==> src/rtl/barrel_shifter_left_pipe.sv <==
// Pipelined left barrel shifter, one power-of-two shift step per stage (MSB of shamt first).
// Optional build macro ROTATE_EN turns every stage into a left rotate. Requires SHW >= 2.
module barrel_shifter_left_pipe #(
  parameter int WIDTH = 8,
  parameter int SHW   = 3
) (
  input  logic             clk,
  input  logic             rst_n,
  input  logic             in_valid,
  output logic             in_ready,
  input  logic [WIDTH-1:0] in_data,
  input  logic [SHW-1:0]   in_shamt,
  output logic             out_valid,
  input  logic             out_ready,
  output logic [WIDTH-1:0] out_data
);

  // Stage k only needs the shamt bits still to be consumed by later stages, so the
  // leftover bits are packed into one triangular vector: stage k owns SHW-1-k bits.
  localparam int REST_W = SHW * (SHW - 1) / 2;

  function automatic int f_rest_off(input int stage);
    return stage * (SHW - 1) - (stage * (stage - 1)) / 2;
  endfunction

  function automatic logic [WIDTH-1:0] f_shift_left(input logic [WIDTH-1:0] d, input int sh);
`ifdef ROTATE_EN
    return (d << sh) | (d >> (WIDTH - sh));
`else
    return d << sh;
`endif
  endfunction

  logic [SHW-1:0]            r_valid;
  logic [SHW-1:0][WIDTH-1:0] r_data;
  logic [REST_W-1:0]         r_rest;

  logic [SHW-1:0]            w_load;
  logic [SHW-1:0]            w_src_valid;
  logic [SHW-1:0][WIDTH-1:0] w_next_data;
  logic [REST_W-1:0]         w_next_rest;
  logic [REST_W-1:0]         w_rest_mask;
  logic                      w_chain;

  for (genvar k = 0; k < SHW; k++) begin : g_stage
    localparam int RW = SHW - k;
    localparam int SH = 1 << (SHW - 1 - k);

    logic [RW-1:0]    w_sh;
    logic [WIDTH-1:0] w_d;

    if (k == 0) begin : g_src
      assign w_src_valid[k] = in_valid;
      assign w_d            = in_data;
      assign w_sh           = in_shamt;
    end else begin : g_src
      assign w_src_valid[k] = r_valid[k-1];
      assign w_d            = r_data[k-1];
      assign w_sh           = r_rest[f_rest_off(k-1) +: RW];
    end

    assign w_next_data[k] = w_sh[RW-1] ? f_shift_left(w_d, SH) : w_d;

    if (k < SHW - 1) begin : g_rest
      assign w_next_rest[f_rest_off(k) +: RW-1] = w_sh[RW-2:0];
      assign w_rest_mask[f_rest_off(k) +: RW-1] = {(RW-1){w_load[k] & w_src_valid[k]}};
    end
  end

  // Load enables ripple back from out_ready so a full, draining pipe takes a new op every cycle.
  always_comb begin
    w_load  = '0;
    w_chain = out_ready;
    for (int k = SHW - 1; k >= 0; k--) begin
      w_load[k] = !r_valid[k] || w_chain;
      w_chain   = w_load[k];
    end
  end

  // Stage registers; data and leftover shamt are captured only when a real op moves in.
  always_ff @(posedge clk or negedge rst_n) begin
    if (!rst_n) begin
      r_valid <= '0;
      r_data  <= '0;
      r_rest  <= '0;
    end else begin
      for (int k = 0; k < SHW; k++) begin
        if (w_load[k]) begin
          r_valid[k] <= w_src_valid[k];
          if (w_src_valid[k]) begin
            r_data[k] <= w_next_data[k];
          end
        end
      end
      r_rest <= (r_rest & ~w_rest_mask) | (w_next_rest & w_rest_mask);
    end
  end

  assign in_ready  = w_load[0];
  assign out_valid = r_valid[SHW-1];
  assign out_data  = r_data[SHW-1];

endmodule

==> config.mk <==
export PLATFORM = sky130hd
export DESIGN_NAME = barrel_shifter_left_pipe
export DESIGN_NICKNAME = d
export VERILOG_FILES = /design/src/rtl/barrel_shifter_left_pipe.sv
export SDC_FILE = /design/constraint.sdc
export NUM_CORES = 1
export LEC_CHECK = 0
export BUFFER_PORTS_ARGS = -buffer_cell sky130_fd_sc_hd__buf_2
export CAP_MARGIN = 20
export CORE_MARGIN = 2
export CORE_UTILIZATION = 58
export CTS_BUF_LIST = sky130_fd_sc_hd__clkbuf_8 sky130_fd_sc_hd__clkbuf_16
export CTS_CLUSTER_SIZE = 40
export DETAILED_ROUTE_END_ITERATION = 8
export HOLD_SLACK_MARGIN = 0.08
export PLACE_DENSITY_LB_ADDON = 0.12
export SYNTH_ARGS = -nofsm -noshare
export SYNTH_HDL_FRONTEND = slang
export SYNTH_SLANG_ARGS = --single-unit
export TNS_END_PERCENT = 30
==> constraint.sdc <==
create_clock -name clk -period 2.77 [get_ports clk]
set_input_delay 0.554 -clock clk [delete_from_list [all_inputs] [get_ports clk]]
set_output_delay 0.554 -clock clk [all_outputs]
set_load 0.02 [all_outputs]
==> qor.csv, run 1 <==
metric,value,unit
yosysWarningCount,0,
finalCoreUtilization,70.3,%
internal-power,860,uW
status,finished clean,
slowest_stage,dfrtp_1,
finalNetCount,147,
die-area,0.00280,sq mm
swShare,30.3,%
finalPower,1.23,mW
combPwrFrac,25.3,%
finalSetupViolCount,0,
synth_area_leaders,"dfrtp_1 (54%), mux2_2 (18%), mux2i_1 (7.9%)",
placed_area,0.00149,sq mm
grt_pass1_wl,3590,um
cp_data_arrival_time,1.51,ns
drt_iter0_markers,4,
ys_seq_area_share,54.2,%
finalWirelength,2090,um
rsz0062_at_grt,false,
multi_input_area,584,sq um
register_area,751,sq um
dp_hpwl,1540,um
synth_compound_area_share,10.0,%
synthMuxAreaShare,25.8,%
layout_min_cycle_time,2.06,ns
gp_congestion,0.683,
cts_buffer_depth,2,
drc_errors,0,
grt_overflow,0,
synth-simple-area-share,6.32,%
cp.required,2.22,ns
synth_seq_cells,30,
synth_top_area_share,54.2,%
start_util,62.1,%
synth_xor_area_share,0,%
finalSetupTns,0,ns
avgSynthCellArea,12.7,sq um
clk_pin_slew,0.06,ns
cp_cell_sequence,"nand4b_1, buf_2",
ant_nets,0,
maxCapViolCount,0,
avgRoutedWirePerCell,13.1,um
synth_top_family_by_area,multiplexers,
io_buffers,24,
seq_power_share,50.0,%
cp_max_fo,11,
tritoncts,built,
numClockSinks,30,
antenna_found_initial,0,
fin_skew,0.00487,ns
numCtsBuffers,5,
cts_setup_buffers,0,
cts_resized,0,
grt_pass1_vias,813,
p_sw,374,uW
top_level_ports,25,
critPathTopFamily,flip-flops,
drt_pass1_iterations,3,
drv_slew,0,
synthToLayoutAreaGrowth,13.3,%
maxSlewHeadroom,57.5,%
final_cell_area,0.00157,sq mm
root_buffer,clkbuf_8,
pwr-share-clk,24.7,%
via_per_inst,5.47,
worstSetupPathType,reg2out,
worstSetupStartpointType,register,
n_fill_cell,186,
n_antenna_cell,0,
r2r_setup_slack,0.98,ns
synth_fp_nets,124,
hold_ws,0.306,ns
layout-drive-gt1-share,40.9,%
min_path_type,in2async,
die_w,52.9,um
hold_violations,0,
die_h,52.9,um
synthCells,109,
grt_max_degree,31,
dr_total_vias,875,
yosys.area.top_type,dfrtp_1,
syn_area,0.00139,sq mm
crit_buf_inv,1,
p_leak,0.740,nW
max_freq,485,MHz
layout_worst_path_cycle_share,74.5,%
htreeDepth,2,
synthAdderAreaFrac,0,%
synth_cell_types,19,
irDropWorstVdd,526,uV
grt_use_total,18.5,%
endpoint_kind,primary output,
powerDensity,786,mW/mm^2
worstSkewPairLatency,0.27,ns
critPathMaxStageDelay,0.51,ns
placementRows,17,
core_area,0.00223,sq mm
worst_pin_slew,0.638,ns
hold_buffers,0,
cells in the mapped netlist, drive strengths merged:
library cell	count
buf	6
o21bai	1
a21oi	18
mux2i	11
inv	1
nor2b	7
o21ai	1
and2	1
nand2	2
nand4b	1
clkbuf	2
nand2b	2
dfrtp	30
mux2	22
a31oi	4
placed cells by master, fill, tap and decap left out:
cell type / Yosys / final
dfrtp_1: 30 / 30
buf_2: 4 / 24
mux2_2: 22 / 22
a21oi_1: 18 / 18
mux2i_1: 11 / 11
nor2b_1: 7 / 7
clkbuf_8: 0 / 5
a31oi_1: 4 / 4
inv_1: 1 / 3
nand2_1: 2 / 2
nand4b_1: 1 / 1
nand2b_4: 1 / 1
and2_2: 1 / 1
o21ai_4: 1 / 1
nand2b_1: 1 / 1
o21bai_1: 1 / 1
routing by layer:
| layer | global-route usage, % | vias up | part of all wire [%] |
|---|---|---|---|
| met5 | 0 | - | 0 |
| met4 | 11.5 | 0 | 2.7 |
| met3 | 5.08 | 7 | 5.2 |
| met2 | 28.3 | 25 | 47 |
| met1 | 23.0 | 414 | 45 |
| li1 | - | 429 | - |
stage by stage:
step           setup slack [ns]  instances
5_1_grt                   0.589        160
6_report                  0.707        160
3_3_place_gp              0.826        153
4_1_cts                   0.718        160
2_1_floorplan              1.25        109
3_5_place_dp              0.824        153
path summary, 6_finish.rpt:
kind / cells past startpoint / start / endpoint
max in group asynchronous: 1 / rst_n / g_stage[2].w_d[4]
setup reg to reg: 3 / r_valid[1] / g_stage[1].w_d[1]
hold / removal: 1 / rst_n / g_stage[2].w_d[3]
setup / recovery: 2 / r_valid[1] / in_ready
hold reg to reg: 1 / out_data[0] / out_data[0]
min in group clk: 1 / out_data[0] / out_data[0]
power by group through the flow:
stage | Clock (mW) | Sequential [mW] | Combinational (mW)
final | 0.305 | 0.617 | 0.312
after global routing | 0.337 | 0.634 | 0.341
after CTS | 0.315 | 0.619 | 0.316
after detailed placement | 0 | 0.627 | 0.314
after global placement | 0 | 0.623 | 0.308
after floorplan | 0 | 0.646 | 0.206
registers in the layout, summed over array words and instances, names as in the netlist, named ones only:
register / cells
r_valid: 3
g_stage.w_d: 16
out_data: 8
cells by family (layout without fill, tap and decap cells):
group                  after synthesis  after routing
AOI/OAI and AO/OA                   24             24
buffers and inverters                9             32
DFF                                 30             30
muxes                               33             33
and+or+nand+nor                     13             13
area by class of cell:
cell class,instances,area share (%)
clock inverters,2,0.478
repair buffers,24,7.65
inverters,1,0.239
flip-flops and latches,30,47.8
well taps,28,2.23
clock buffers,5,4.38
multi-input cells,70,37.2
(Power assumes the default switching activity.)
==> run 2, diff against run 1 <==
Settings changed: CORE_UTILIZATION 58 to 49.
Clock period 2.77 ns to 1.7 ns, I/O delays scaled along.
==> qor.csv, run 2 (synthesis results as in run 1) <==
metric,value,unit
status,finished clean,
finalNetCount,148,
top_level_ports,25,
fin_ws,0.0896,ns
r2r_cells,3,
clk_pin_slew,0.06,ns
ant_nets,0,
via_per_inst,5.42,
dr_total_vias,894,
grt_pass1_vias,901,
gp_congestion,0.724,
dp_hpwl,1620,um
die_w,57.2,um
start_util,51.2,%
worstSkewPairLatency,0.27,ns
powerDensity,1350,mW/mm^2
io_buffers,24,
worstSetupStartpointType,register,
internal-power,1.54,mW
pwr-share-clk,30.1,%
r2r_setup_slack,0.32,ns
cp_max_fo,10,
wl_met1,976,um
combPwrFrac,23.6,%
crit-reg2reg-launch,r_valid[1],
numClockSinks,30,
slowest_stage,dfrtp_2,
drc_errors,0,
cp_cell_sequence,"nand4b_1, buf_4, buf_2",
grt_pass1_wl,3830,um
maxSlewHeadroom,57.3,%
worst_pin_slew,0.641,ns
rsz0062_at_grt,false,
die-area,0.00327,sq mm
htreeDepth,2,
finalPower,2.18,mW
antenna_found_initial,0,
avgRoutedWirePerCell,13.4,um
critPathMaxStageDelay,0.47,ns
tritoncts,built,
hold_buffers,0,
p_leak,0.754,nW
grt_max_degree,31,
max_freq,621,MHz
drt_iter0_markers,29,
grt_overflow,0,
cts_resized,0,
finalSetupTns,0,ns
min_path_type,in2async,
maxUsedRoutingLayer,met4,
drt_pass1_iterations,6,
met2_length,1050,um
irDropWorstVdd,799,uV
cp_data_arrival_time,1.27,ns
finalSetupViolCount,0,
layout-drive-gt1-share,44.0,%
layout_worst_path_cycle_share,94.7,%
n_antenna_cell,0,
final_cell_mix,"dfrtp_1 (29), buf_2 (24), mux2_2 (22)",
root_buffer,clkbuf_8,
drv_slew,0,
endpoint_kind,primary output,
rr_endpoint,g_stage[2].w_d[5],
cp.required,1.36,ns
worstSetupPathType,reg2out,
pre_cts_slack,0.239,ns
layout_min_cycle_time,1.61,ns
grt_use_total,15.7,%
maxCapViolCount,0,
final_common_cell,dfrtp_1,
synthToLayoutAreaGrowth,16.6,%
finalWirelength,2200,um
fin_skew,0.00343,ns
numCtsBuffers,5,
swShare,29.1,%
core_area,0.00271,sq mm
cts_setup_buffers,0,
placementRows,19,
die_h,57.2,um
met3_length,114,um
p_sw,633,uW
cts_buffer_depth,2,
largest_reg_flops,16,
hold_violations,0,
seq_power_share,46.3,%
-- run 2: cell types whose count changed in the layout (fill, tap and decap cells not counted), sizes merged --
cell and delta:
inv -2, clkbuf +3, buf +1
-- run 2: area by class of cell --
type | count | area, sq um
sequential | 30 | 752
tap | 31 | 38.8
timing repair buffer | 25 | 128
fill | 244 | 1090
multi-input combinational | 70 | 584
clock buffer | 8 | 110
inverter | 1 | 3.75
-- run 2: metrics by stage --
step                hold slack (ns)  instances  util [%]  cell area (sq um)
CTS                          0.0980        165      59.6               1620
detailed placement            0.401        157      55.5               1510
global route                  0.133        165      59.6               1620
finish                       0.0842        165      59.6               1620
floorplan                    0.0444        109         -               1390
global placement              0.396        157      55.5               1510
-- run 2: how the worst max path moves through the flow --
stage          startpoint           endpoint  slack [ns]  depth (start not counted)
2_1_floorplan  r_valid[2]           register        0.30                          4
3_5_place_dp   r_valid[1]  g_stage[2].w_d[5]        0.24                          3
6_report       r_valid[1]           in_ready        0.09                          3
3_3_place_gp   r_valid[1]  g_stage[2].w_d[0]        0.29                          3
4_1_cts        r_valid[1]           in_ready        0.01                          3
5_1_grt        r_valid[1]           in_ready        0.01                          3
-- run 2: per-layer routing --
layer / vias to the layer above / track usage (%)
met4: 0 / 9.97
met2: 26 / 25.8
met5: - / 0
li1: 435 / -
met1: 426 / 18.0
met3: 7 / 4.31
-- run 2: worst max-delay path, delay by kind of cell (launching register included) --
| family | cells | cell delay, ns |
|---|---|---|
| simple gates | 1 | 0.17 |
| flops | 1 | 0.47 |
| buf+inv | 2 | 0.36 |
-- run 2: power groups by stage --
stage          Clock [mW]  Sequential [mW]  Combinational, mW
6_report            0.654             1.01              0.514
5_1_grt             0.709             1.04              0.562
4_1_cts             0.678             1.01              0.520
3_5_place_dp            0             1.03              0.516
3_3_place_gp            0             1.02              0.508
2_1_floorplan           0             1.05              0.336
==> run 3, diff against run 2 <==
Settings changed: HOLD_SLACK_MARGIN 0.08 to 0.12.
==> qor.csv, run 3 (synthesis results as in run 1) <==
metric,value,unit
status,finished clean,
grt_max_degree,31,
min_path_type,in2reg,
gp_congestion,0.724,
largest_reg_flops,16,
synthToLayoutAreaGrowth,17.3,%
die_h,57.2,um
worstSetupStartpointType,register,
cp_data_arrival_time,1.27,ns
placed_area,0.00151,sq mm
grt_use_total,15.7,%
root_buffer,clkbuf_8,
maxSlewHeadroom,57.2,%
tritoncts,built,
top_level_ports,25,
cts_buffer_depth,2,
finalWirelength,2210,um
htreeDepth,2,
max_freq,620,MHz
antenna_found_initial,0,
ant_nets,0,
hold_violations,0,
via_per_inst,5.40,
grt_pass1_wl,3830,um
cts_setup_buffers,0,
layout-drive-gt1-share,43.7,%
finalSetupTns,0,ns
finalNetCount,149,
final_cell_area,0.00163,sq mm
grt_pass1_vias,901,
rsz0062_at_grt,false,
n_antenna_cell,0,
powerDensity,1340,mW/mm^2
irDropWorstVdd,799,uV
dr_total_vias,897,
cp_max_fo,10,
grt_overflow,0,
placementRows,19,
core_area,0.00271,sq mm
final_cell_mix,"dfrtp_1 (29), buf_2 (24), mux2_2 (22)",
avgRoutedWirePerCell,13.3,um
final_common_cell,dfrtp_1,
numCtsBuffers,5,
drt_iter0_markers,27,
die_w,57.2,um
fin_skew,0.00343,ns
cp.required,1.36,ns
numClockSinks,30,
worst_pin_slew,0.642,ns
drv_slew,0,
layout_min_cycle_time,1.61,ns
worstSetupPathType,reg2out,
dp_hpwl,1620,um
p_leak,0.758,nW
drc_errors,0,
clk_pin_slew,0.06,ns
endpoint_kind,primary output,
die-area,0.00327,sq mm
finalSetupViolCount,0,
start_util,51.2,%
drt_pass1_iterations,6,
worstSkewPairLatency,0.27,ns
maxCapViolCount,0,
io_buffers,24,
layout_worst_path_cycle_share,94.8,%
-- run 3: cell types whose count changed in the layout (fill, tap and decap cells not counted), sizes merged --
cell	change
dlygate4sd3	+1
-- run 3: repair_timing --
| action | 4_1_cts | 5_1_grt |
|---|---|---|
| gates resized for setup | 0 | 1 |
| endpoints found under the setup margin | 0 | 1 |
| hold buffers | 1 | 0 |
| endpoints found under the hold margin | 30 | 0 |
-- run 3: worst max-delay path: stages, from the launching register on --
cell      delay (ns)
dfrtp_2         0.47
nand4b_1        0.17
buf_4           0.19
buf_2           0.17
-- run 3: metrics by stage --
| stage | worst slack (ns) | utilization (%) | hold slack (ns) | power, mW | std cells |
|---|---|---|---|---|---|
| after floorplan | 0.298 | - | 0.0444 | 1.39 | 109 |
| after global placement | 0.287 | 55.5 | 0.396 | 1.53 | 157 |
| after CTS | 0.0115 | 60.0 | 0.292 | 2.21 | 166 |
| after detailed placement | 0.239 | 55.5 | 0.401 | 1.54 | 157 |
| after global routing | 0.0135 | 60.0 | 0.298 | 2.31 | 166 |
| final | 0.0879 | 60.0 | 0.299 | 2.18 | 166 |
-- run 3: area by class of cell --
cell class              count  area (sq um)
fillers                   243          1080
flip-flops and latches     30           752
multi-input cells          70           584
repair buffers             26           138
clock buffers               8           110
well taps                  31          38.8
inverters                   1          3.75
-- run 3: final timing paths --
| kind | startpoint | endpoint | slack (ns) | cells after the start |
|---|---|---|---|---|
| setup / recovery | r_valid[1] | in_ready | 0.09 | 3 |
| hold / removal | in_shamt[0] | register | 0.30 | 2 |
| setup reg to reg | r_valid[1] | g_stage[2].w_d[5] | 0.32 | 3 |
| hold reg to reg | out_data[0] | out_data[0] | 0.51 | 1 |
| max in group asynchronous | rst_n | r_valid[1] | 0.63 | 2 |
| min in group asynchronous | rst_n | out_data[7] | 0.62 | 2 |
-- run 3: power by group --
group / internal (mW) / leakage (nW) / switching (mW) / total (mW)
registers: 0.879 / 0.355 / 0.129 / 1.01
clock network: 0.408 / 0.0575 / 0.246 / 0.654
logic: 0.258 / 0.346 / 0.258 / 0.516
total: 1.55 / 0.758 / 0.633 / 2.18
-- run 3: per-layer routing --
metal | vias to the layer above | share of wire, % | track usage (%) | wire [um]
met3 | 7 | 5.3 | 4.31 | 118
met1 | 425 | 44 | 18.0 | 980
met2 | 28 | 47 | 25.8 | 1050
met4 | 0 | 2.9 | 9.97 | 64
met5 | - | 0 | 0 | 0
li1 | 437 | - | - | -
